<file path="src/rtl/hdcpu_ctl.sv">
`default_nettype none
// ============================================================================
// Module   : hdcpu_ctl
// Purpose  : Hardwired control unit for the teaching CPU. It generates its own
//            W1..W3 beats on the falling edge of T3, runs the front-panel
//            memory/register sequences and the stop/resume handshake, and
//            decodes IR[7:4] into the datapath control vector.
// Options  : HDCTL_EXT_OPS_EN - adds the OUT, XOR and OR opcodes (1010..1100).
//            When it is undefined those opcodes fetch only, like NOP.
// Revision : 1.0 - initial release
// ============================================================================
module hdcpu_ctl #(
  parameter int REG_CNT = 4,
  parameter int RA_W    = $clog2(REG_CNT)
) (
  input  logic              T3,
  input  logic              CLR,
  input  logic [2:0]        SW,
  input  logic              QD,
  input  logic [3:0]        IR,
  input  logic              C,
  input  logic              Z,
  output logic [2:0]        W,
  output logic              ST0,
  output logic [2*RA_W-1:0] SEL,
  output logic [3:0]        S,
  output logic              LDC,
  output logic              LDZ,
  output logic              CIN,
  output logic              M,
  output logic              ABUS,
  output logic              SBUS,
  output logic              MBUS,
  output logic              DRW,
  output logic              PCINC,
  output logic              LPC,
  output logic              LAR,
  output logic              PCADD,
  output logic              ARINC,
  output logic              SELCTL,
  output logic              MEMW,
  output logic              LIR,
  output logic              STOP,
  output logic              SHORT,
  output logic              LONG
);

  // One-hot beat encodings {W3,W2,W1}
  localparam logic [2:0] c_W1 = 3'b001;
  localparam logic [2:0] c_W2 = 3'b010;
  localparam logic [2:0] c_W3 = 3'b100;

  // Panel modes
  localparam logic [2:0] c_SW_RUN = 3'b000;
  localparam logic [2:0] c_SW_MWR = 3'b001;
  localparam logic [2:0] c_SW_MRD = 3'b010;
  localparam logic [2:0] c_SW_RRD = 3'b011;
  localparam logic [2:0] c_SW_RWR = 3'b100;

  // Opcodes
  localparam logic [3:0] c_OP_NOP = 4'b0000;
  localparam logic [3:0] c_OP_ADD = 4'b0001;
  localparam logic [3:0] c_OP_SUB = 4'b0010;
  localparam logic [3:0] c_OP_AND = 4'b0011;
  localparam logic [3:0] c_OP_INC = 4'b0100;
  localparam logic [3:0] c_OP_LD  = 4'b0101;
  localparam logic [3:0] c_OP_ST  = 4'b0110;
  localparam logic [3:0] c_OP_JC  = 4'b0111;
  localparam logic [3:0] c_OP_JZ  = 4'b1000;
  localparam logic [3:0] c_OP_JMP = 4'b1001;
  localparam logic [3:0] c_OP_STP = 4'b1110;
`ifdef HDCTL_EXT_OPS_EN
  localparam logic [3:0] c_OP_OUT = 4'b1010;
  localparam logic [3:0] c_OP_XOR = 4'b1011;
  localparam logic [3:0] c_OP_OR  = 4'b1100;
`endif

  // Register index steps; both wrap naturally at REG_CNT (a power of two)
  localparam logic [RA_W-1:0] c_RIDX_ONE = RA_W'(1);
  localparam logic [RA_W-1:0] c_RIDX_TWO = RA_W'(2);

  logic [2:0]      r_w;
  logic            r_st0;
  logic [RA_W-1:0] r_ridx;
  logic            r_halt;
  logic [2:0]      r_swq;

  logic [2:0]      w_w_next;
  logic            w_set_st0;
  logic [RA_W-1:0] w_ridx_next;
  logic            w_f1;
  logic            w_f2;

  assign W   = r_w;
  assign ST0 = r_st0;

  // Decode mode, phase, beat and opcode into the control vector
  always_comb begin
    LDC = 1'b0;  LDZ = 1'b0;   CIN = 1'b0;   M = 1'b0;      ABUS = 1'b0;
    SBUS = 1'b0; MBUS = 1'b0;  DRW = 1'b0;   PCINC = 1'b0;  LPC = 1'b0;
    LAR = 1'b0;  PCADD = 1'b0; ARINC = 1'b0; SELCTL = 1'b0; MEMW = 1'b0;
    LIR = 1'b0;  STOP = 1'b0;  SHORT = 1'b0; LONG = 1'b0;
    SEL = '0;
    S = 4'b0000;
    w_set_st0 = 1'b0;
    w_ridx_next = r_ridx;
    w_f1 = 1'b0;
    w_f2 = 1'b0;
    if (r_halt) begin
      STOP = 1'b1;
    end else begin
      case (r_swq)
        c_SW_MWR: begin
          if (r_w == c_W1) begin
            SBUS = 1'b1; STOP = 1'b1; SHORT = 1'b1; SELCTL = 1'b1;
            if (!r_st0) begin
              LAR = 1'b1;
              w_set_st0 = 1'b1;
            end else begin
              MEMW = 1'b1; ARINC = 1'b1;
            end
          end
        end
        c_SW_MRD: begin
          if (r_w == c_W1) begin
            STOP = 1'b1; SHORT = 1'b1; SELCTL = 1'b1;
            if (!r_st0) begin
              LAR = 1'b1; SBUS = 1'b1;
              w_set_st0 = 1'b1;
            end else begin
              MBUS = 1'b1; ARINC = 1'b1;
            end
          end
        end
        c_SW_RRD: begin
          if (r_w == c_W1) begin
            SELCTL = 1'b1; STOP = 1'b1; SHORT = 1'b1;
            SEL = {r_ridx, r_ridx + c_RIDX_ONE};
            w_ridx_next = r_ridx + c_RIDX_TWO;
          end
        end
        c_SW_RWR: begin
          if (r_w == c_W1) begin
            SBUS = 1'b1; SELCTL = 1'b1; DRW = 1'b1; STOP = 1'b1; SHORT = 1'b1;
            SEL = {r_ridx, r_ridx};
            w_ridx_next = r_ridx + c_RIDX_ONE;
          end
        end
        c_SW_RUN: begin
          if (!r_st0) begin
            // Load the start address from the switches, then halt
            if (r_w == c_W1) begin
              LPC = 1'b1; SBUS = 1'b1; SHORT = 1'b1; STOP = 1'b1;
              w_set_st0 = 1'b1;
            end
          end else begin
            case (IR)
              c_OP_NOP: w_f1 = 1'b1;
              c_OP_ADD: begin
                if (r_w == c_W1) begin
                  S = 4'b1001; CIN = 1'b1; ABUS = 1'b1; DRW = 1'b1; LDZ = 1'b1; LDC = 1'b1;
                end
                w_f1 = 1'b1;
              end
              c_OP_SUB: begin
                if (r_w == c_W1) begin
                  S = 4'b0110; ABUS = 1'b1; DRW = 1'b1; LDZ = 1'b1; LDC = 1'b1;
                end
                w_f1 = 1'b1;
              end
              c_OP_AND: begin
                if (r_w == c_W1) begin
                  M = 1'b1; S = 4'b1011; ABUS = 1'b1; DRW = 1'b1; LDZ = 1'b1;
                end
                w_f1 = 1'b1;
              end
              c_OP_INC: begin
                if (r_w == c_W1) begin
                  S = 4'b0000; ABUS = 1'b1; DRW = 1'b1; LDZ = 1'b1; LDC = 1'b1;
                end
                w_f1 = 1'b1;
              end
              c_OP_LD: begin
                if (r_w == c_W1) begin
                  M = 1'b1; S = 4'b1010; ABUS = 1'b1; LAR = 1'b1;
                end else if (r_w == c_W2) begin
                  DRW = 1'b1; MBUS = 1'b1;
                end
                w_f2 = 1'b1;
              end
              c_OP_ST: begin
                if (r_w == c_W1) begin
                  M = 1'b1; S = 4'b1111; ABUS = 1'b1; LAR = 1'b1;
                end else if (r_w == c_W2) begin
                  M = 1'b1; S = 4'b1010; ABUS = 1'b1; MEMW = 1'b1;
                end
                w_f2 = 1'b1;
              end
              c_OP_JC, c_OP_JZ: begin
                // Taken branches spend W1 on the PC add and fetch in W2
                if ((IR == c_OP_JC) ? C : Z) begin
                  if (r_w == c_W1) PCADD = 1'b1;
                  w_f2 = 1'b1;
                end else begin
                  w_f1 = 1'b1;
                end
              end
              c_OP_JMP: begin
                if (r_w == c_W1) begin
                  M = 1'b1; S = 4'b1111; ABUS = 1'b1; LPC = 1'b1;
                end
                w_f2 = 1'b1;
              end
              c_OP_STP: begin
                if (r_w == c_W1) STOP = 1'b1;
              end
`ifdef HDCTL_EXT_OPS_EN
              c_OP_OUT: begin
                if (r_w == c_W1) begin
                  M = 1'b1; S = 4'b1010; ABUS = 1'b1;
                end
                w_f1 = 1'b1;
              end
              c_OP_XOR: begin
                if (r_w == c_W1) begin
                  M = 1'b1; S = 4'b0110; ABUS = 1'b1; DRW = 1'b1; LDZ = 1'b1;
                end
                w_f1 = 1'b1;
              end
              c_OP_OR: begin
                if (r_w == c_W1) begin
                  M = 1'b1; S = 4'b1110; ABUS = 1'b1; DRW = 1'b1; LDZ = 1'b1;
                end
                w_f1 = 1'b1;
              end
`endif
              default: w_f1 = 1'b1;
            endcase
            // Fetch of the next instruction: in W1 (short cycle) or in W2
            if (w_f1 && (r_w == c_W1)) begin
              LIR = 1'b1; PCINC = 1'b1; SHORT = 1'b1;
            end
            if (w_f2 && (r_w == c_W2)) begin
              LIR = 1'b1; PCINC = 1'b1;
            end
          end
        end
        default: ;
      endcase
    end
  end

  // Beat sequencing: SHORT repeats W1, LONG extends W2 into W3
  always_comb begin
    case (r_w)
      c_W1:    w_w_next = SHORT ? c_W1 : c_W2;
      c_W2:    w_w_next = LONG ? c_W3 : c_W1;
      default: w_w_next = c_W1;
    endcase
  end

  // State update on the falling T3 edge; a mode change overrides everything
  always_ff @(negedge T3 or posedge CLR) begin
    if (CLR) begin
      r_w    <= c_W1;
      r_st0  <= 1'b0;
      r_ridx <= '0;
      r_halt <= 1'b0;
      r_swq  <= c_SW_RUN;
    end else if (SW != r_swq) begin
      r_swq  <= SW;
      r_st0  <= 1'b0;
      r_ridx <= '0;
      r_w    <= c_W1;
    end else if (r_halt) begin
      if (QD) r_halt <= 1'b0;
    end else begin
      r_w    <= w_w_next;
      r_ridx <= w_ridx_next;
      if (STOP) r_halt <= 1'b1;
      if (w_set_st0) r_st0 <= 1'b1;
    end
  end

endmodule
`default_nettype wire

</file>
<file path="config.mk">
export PLATFORM = sky130hd
export DESIGN_NAME = hdcpu_ctl
export DESIGN_NICKNAME = d
export VERILOG_FILES = /design/src/rtl/hdcpu_ctl.sv
export SDC_FILE = /design/constraint.sdc
export NUM_CORES = 1
export LEC_CHECK = 0
export BUFFER_PORTS_ARGS = -buffer_cell sky130_fd_sc_hd__buf_2
export CAP_MARGIN = 20
export CORE_AREA = 3 3 67 69
export DETAILED_ROUTE_END_ITERATION = 16
export DIE_AREA = 0 0 70 72
export HOLD_SLACK_MARGIN = 0.15
export PLACE_DENSITY = 0.57
export SYNTH_ARGS = -nofsm -noshare
export SYNTH_HDL_FRONTEND = slang
export SYNTH_SLANG_ARGS = --single-unit
</file>
<file path="constraint.sdc">
create_clock -name T3 -period 2.4 [get_ports T3]
set_clock_uncertainty 0.2 [all_clocks]
set_input_delay 0.36 -clock T3 [delete_from_list [all_inputs] [get_ports T3]]
set_output_delay 0.36 -clock T3 [all_outputs]
set_load 0.01 [all_outputs]
</file>
==> metrics.txt, run 1 <==
status complete, but fails checks; violated checks setup timing; cell type group with the largest total delay on the critical path simple AND/OR/NAND/NOR gates; biggest area contributors in the synthesized netlist dfrtn_1 (17%), xnor2_1 (6.0%), nor2_1 (5.2%); synthesized netlist cell count 163; max_slew headroom 60.4%; worst hold path endpoint ST0; Total Wirelength 4120 um; DRC violation total after the first TritonRoute iteration 53; most used standard cell by instance count after synthesis nor2_1; setup slack, reg-to-reg 0.38 ns; starting density of the core 29.3%; data arrival time of the critical path 3.23 ns; final hold violation count 0; post-route ant nets 0; total clock buffers created by CTS 3; GRT Total Usage 16.8%; max layer used met4; HPWL after detailed placement 3070 um; number of placed cells counting well taps 284; initial antenna violation count 0; total standard cell area after synthesis ~0.0012 mm^2; routed wl met3 between 150 and 200 um; Final Worst Setup Slack -1.39 ns; hold path startpoint ST0; total placed instance area around 0.0019 mm^2; maximum number of pins on one net before global-route repair 17; cell depth of the worst hold path 3; met2 wire len 2210 um; number of input and output port buffers inserted 40; most used flip-flop cell after synthesis dfrtn_1; overall via count from detail_route 1466; deepest clock path buffer count 2; WL/cell 14.0 um; cell with the largest stage delay on the worst path or4b_4; largest area contributor in the netlist dfrtn_1; Bufs and invs on worst path 1; Rows 23; full die area 0.00504 mm^2; pre-CTS setup slack -1.13 ns; total negative slack for setup checks -31.65 ns; Cell Count, Final, Fillers Out 294; transition time at the pin with the least slew margin 0.589 ns; Clock Pin Slew Worst Setup and Hold Paths around 0.030 ns; adder-cell area share of the yosys netlist 3.23%; Final setup viols 30; Max VDD drop 0.314 mV; design area 0.00229 mm^2; layout cell share with drive strength beyond 1 60.7%; antenna cells 0; routed metal-1 wire length about 1700 um; global-route wire length before repair 6970 um; list of cells traversed by the critical path or4b_4, nor4b_4, o21ai_2, a2111oi_4, buf_2; dominant combinational cell family by area after synthesis simple AND/OR/NAND/NOR gates; Crit Path Class reg -> out; kind of capture point of the worst setup path output pin; crit-path max cell delay 0.58 ns; clk_lat worst skew 0.29 ns; launch instance of the worst register-to-register path W[0]; sequential-to-total area share from yosys stat 19.5%; reg2reg end r_ridx[0]; clock sink count 9; Clk Tree Root Cell clkbuf_8; power density over the cells 402 mW/mm^2; share of synthesized registers carrying an async set or reset 100%; top-level port count 43; top cell type's share of synthesized area 17.2%; kind of launch point of the worst setup path register; area growth from synthesis to final layout 96.6%; LEAKAGE 0.00101 uW; die boundary width 70 um; routability congestion estimate 0.789; TritonRoute pass-1 iters 4; ranking of synthesized cells by instance count nor2_1 (16), nand2_1 (14), clkbuf_1 (13); post-synth cell types 47; max-capacitance violation count 0; setup repair after global routing missed its margin true; Synthesis Warnings 0; vertical die dimension 72 um; total core area 0.00397 mm^2; post-synthesis register bit count 9; via count of the first global-routing pass 1454; share of the synthesized netlist area taken by xor and xnor gates 6.77%; DR DRC count 0; total count of max-transition violations in the final report 0; crit-path max FO 3; CTS tree yes; utilization of the core after routing 57.6%; data required time of the worst path 1.84 ns; multiplexer share of the synthesized area 0.860%; Nets 260; total congestion overflow after global routing 0; synthesized-area fraction occupied by ao, oa, aoi and oai cells 21.9%; Avg Vias per Cell between 4 and 5; average cell area after synthesis 7.14 um^2; worst reg2reg path depth 8; EDFF count, synth 0; Post-Synth Simple-Gate Area ~37%; total number of H-tree levels 1; Hold Crit Class reg -> reg
stage by stage:
| stage | hold slack, ns | total power, uW |
|---|---|---|
| finish | 0.394 | 918 |
| global route | 0.472 | 974 |
| CTS | 0.413 | 898 |
| detailed placement | 0.405 | 651 |
| global placement | 0.387 | 648 |
| floorplan | 0.349 | 510 |
logic make-up after synthesis:
logic type,after synthesis
AOI/OAI and AO/OA,38
xor gates and xnor gates,9
adders and majority gates,3
buffers and inverters,25
DFF,9
muxes,1
other,1
and+or+nand+nor,77
area by class of cell:
class | instances | area [um^2]
clock buffers | 4 | 45.0
clock inverters | 1 | 3.75
fillers | 380 | 1680
inverters | 4 | 15.0
multi-input cells | 130 | 1180
flip-flops and latches | 9 | 226
well taps | 50 | 62.6
repair buffers | 96 | 756
layer usage:
layer / up-vias / track usage [%]
met5: - / 0
met3: 2 / 1.52
met4: 0 / 3.19
met2: 37 / 31.5
met1: 693 / 21.0
li1: 734 / -
state kept, by name (all words and copies together) (netlist names):
| name | flops |
|---|---|
| r_halt | 1 |
| ST0 | 1 |
| r_ridx | 2 |
| r_swq | 3 |
| W | 2 |
worst max-delay path by stage:
stage | from | endpoint | depth (start not counted)
final | r_swq[2] | DRW | 5
after global routing | r_swq[2] | DRW | 5
after CTS | r_swq[1] | DRW | 4
after detailed placement | r_swq[1] | DRW | 5
after global placement | r_swq[1] | DRW | 4
after floorplan | ST0 | DRW | 4
report_power, final:
| part | total, uW | switching [uW] | internal [uW] |
|---|---|---|---|
| logic | 569 | 290 | 279 |
| registers | 175 | 7.85 | 167 |
| clock network | 174 | 56.7 | 117 |
worst min-delay path, cell delays in order (launching register included):
cell     delay (ns)
dfrtn_1        0.41
buf_6          0.13
a21oi_1        0.04
nor2_1         0.08
what timing repair did:
item                       4_1_cts  5_1_grt
resized for setup               41       15
pin swaps                       15        9
setup endpoints to repair       31       32
setup buffers                    4        2
hold buffers                     0        0
layout by cell type, fill, tap and decap left out, types with 3 or more instances in the layout:
cell type,synthesis,final
a21oi_2,0,6
nor2_4,0,5
nor2b_4,0,3
inv_1,5,4
buf_6,2,20
nand4_1,5,5
nand2b_1,6,5
buf_2,2,29
dfrtn_1,8,8
or3_1,3,3
nand3b_1,4,4
a21oi_1,11,4
a31oi_1,3,3
o21ai_0,7,6
clkbuf_8,0,3
nand2_1,14,11
nor3_4,0,3
buf_4,3,44
xnor2_1,8,6
nor2_1,16,11
nand3_1,3,3
(Power assumes the default switching activity.)
==> inputs of run 2 (changes only) <==
--- a/config.mk
+++ b/config.mk
@@ -7,11 +7,11 @@
 export LEC_CHECK = 0
 export BUFFER_PORTS_ARGS = -buffer_cell sky130_fd_sc_hd__buf_2
 export CAP_MARGIN = 20
-export CORE_AREA = 3 3 67 69
+export CORE_AREA = 2 2 61 63
 export DETAILED_ROUTE_END_ITERATION = 16
-export DIE_AREA = 0 0 70 72
+export DIE_AREA = 0 0 63 65
 export HOLD_SLACK_MARGIN = 0.15
-export PLACE_DENSITY = 0.57
+export PLACE_DENSITY = 0.64
 export SYNTH_ARGS = -nofsm -noshare
 export SYNTH_HDL_FRONTEND = slang
 export SYNTH_SLANG_ARGS = --single-unit
==> constraint.sdc (replaced) <==
create_clock -name T3 -period 2.4 [get_ports T3]
set_clock_uncertainty 0.2 [all_clocks]
set_input_delay 0.36 -clock T3 [delete_from_list [all_inputs] [get_ports T3]]
set_output_delay 0.36 -clock T3 [all_outputs]
set_load 0.1 [all_outputs]
==> metrics.txt, run 2 (same netlist as run 1, synthesis figures left out) <==
design area 0.00290 mm^2 (+27%); CTS tree yes; clk_lat worst skew 0.31 ns (+0.02 ns); post-route ant nets 0 (unchanged); clock sink count 9 (unchanged); antenna cells 0 (unchanged); Hold Crit Class reg -> reg; global-route wire length before repair 8890 um (+28%); cell type group with the largest total delay on the critical path simple AND/OR/NAND/NOR gates; Rows 22 (-4.3%); data required time of the worst path 1.84 ns (about the same); crit-path max cell delay 0.58 ns (about the same); most frequent cells in the layout buf_4 (49), buf_12 (30), buf_6 (21); full die area 0.00410 mm^2 (-19%); maximum number of pins on one net before global-route repair 17 (unchanged); utilization of the core after routing 83.0% (+25 points); Total Wirelength 6040 um (+47%); kind of capture point of the worst setup path output pin; final hold violation count 0 (unchanged); Clock Pin Slew Worst Setup and Hold Paths 0.05 ns (+0.02 ns); TritonRoute pass-1 iters 4 (unchanged); deepest clock path buffer count 2 (unchanged); list of cells traversed by the critical path or4b_4, or3_4, a2111oi_4, buf_12; routability congestion estimate 0.929 (+18%); vertical die dimension 65 um (-9.7%); total core area 0.00350 mm^2 (-12%); number of input and output port buffers inserted 40 (unchanged); flip-flop count of the largest register, all copies and words added 3 (unchanged); DR DRC count 0 (unchanged); violated checks setup timing; Bufs and invs on worst path 1 (unchanged); setup repair after global routing missed its margin true; kind of launch point of the worst setup path register; die boundary width 63 um (-10%); total clock buffers created by CTS 3 (unchanged); register containing the most flip-flops in the final layout r_swq; Final setup viols 31 (+3.3%); Nets 274 (+5.4%); starting density of the core 33.3% (+4.0 points); Avg Vias per Cell 5.58 (+12%); WL/cell 19.7 um (+41%); DRC violation total after the first TritonRoute iteration 99 (+87%); layout cell share with drive strength beyond 1 66.3% (+5.6 points); total count of max-transition violations in the final report 0 (unchanged); GRT Total Usage 28.0% (+11 points); crit-path max FO 4 (+1); Clk Tree Root Cell clkbuf_4; pre-CTS setup slack -1.27 ns (-0.141 ns); overall via count from detail_route 1708 (+17%); Max VDD drop 0.637 mV (+100%); status complete, but fails checks; total placed instance area 0.00243 mm^2 (+26%); max-capacitance violation count 0 (unchanged); LEAKAGE 0.00118 uW (+17%); via count of the first global-routing pass 1780 (+22%); total congestion overflow after global routing 0 (unchanged); Final Worst Setup Slack -1.59 ns (-0.199 ns); cell with the largest stage delay on the worst path or4b_4; HPWL after detailed placement 3320 um (+8.2%); initial antenna violation count 0 (unchanged); Crit Path Class reg -> out; total number of H-tree levels 1 (unchanged); area growth from synthesis to final layout 149%; Post-CTS Hold Fix Bufs 0 (unchanged); top-level port count 43 (unchanged); power density over the cells 434 mW/mm^2 (+8.2%); leading cell type in the layout, fill and taps excluded buf_4; data arrival time of the critical path 3.43 ns (+0.20 ns)
-- run 2: changes by cell type in the layout (fill, tap and decap cells not counted), moves of 2 or more --
| cell | delta |
|---|---|
| buf_12 | +28 |
| buf_2 | -22 |
| a21oi_2 | -5 |
| buf_4 | +5 |
| a21oi_4 | +4 |
| clkbuf_4 | +3 |
| clkbuf_8 | -3 |
| buf_8 | +2 |
| nor3_4 | +2 |
| o21a_1 | -2 |
| o21a_4 | +2 |
-- run 2: timing repair --
item / 4_1_cts / 5_1_grt
setup endpoints to repair: 31 / 32
gates resized for setup: 51 / 21
setup buffers: 18 / 3
pin swaps: 20 / 12
-- run 2: metal layers --
metal	vias to the layer above	global-route usage [%]	share of wire (%)
met2	81	50.4	52
met5	-	0	0
met1	833	32.1	38
met4	0	14.4	4.8
li1	761	-	-
met3	33	4.17	4.8
-- run 2: cell type report --
cell class	count	area, um^2
flip-flops and latches	9	230
multi-input cells	130	1280
clock inverters	1	3.75
repair buffers	110	1280
clock buffers	4	26.3
well taps	48	60.1
fillers	182	593
inverters	4	17.5
-- run 2: worst register-to-register path: cells and delay by family, from the launching register on --
family | cells | cell delay (ns)
muxes | 1 | 0.14
and+or+nand+nor | 1 | 0.50
AOI/OAI and AO/OA | 2 | 0.25
DFF | 1 | 0.46
buffers and inverters | 2 | 0.30
-- run 2: path summary, 6_finish.rpt --
check,from,endpoint,slack (ns),depth (start not counted)
max,r_swq[0],DRW,-1.59,4
min,r_halt,r_halt,0.47,2
max reg2reg,r_swq[2],r_ridx[1],0.39,6
min reg2reg,r_halt,r_halt,0.47,2
max in group asynchronous,CLR,W[0],0.70,2
min in group asynchronous,CLR,r_ridx[1],0.93,2
-- run 2: stage by stage --
| step | total power, uW | hold slack, ns | instances | TNS, ns |
|---|---|---|---|---|
| after floorplan | 725 | 0.349 | 164 | -49.54 |
| after global placement | 966 | 0.402 | 285 | -29.57 |
| after detailed placement | 983 | 0.431 | 285 | -30.67 |
| after CTS | 1210 | 0.454 | 304 | -37.23 |
| after global routing | 1310 | 0.490 | 306 | -40.36 |
| final | 1260 | 0.469 | 306 | -38.66 |
-- run 2: where the power goes --
part / internal, uW / switching (uW)
Clock: 66.4 / 58.2
Combinational: 397 / 547
Sequential: 167 / 25.5
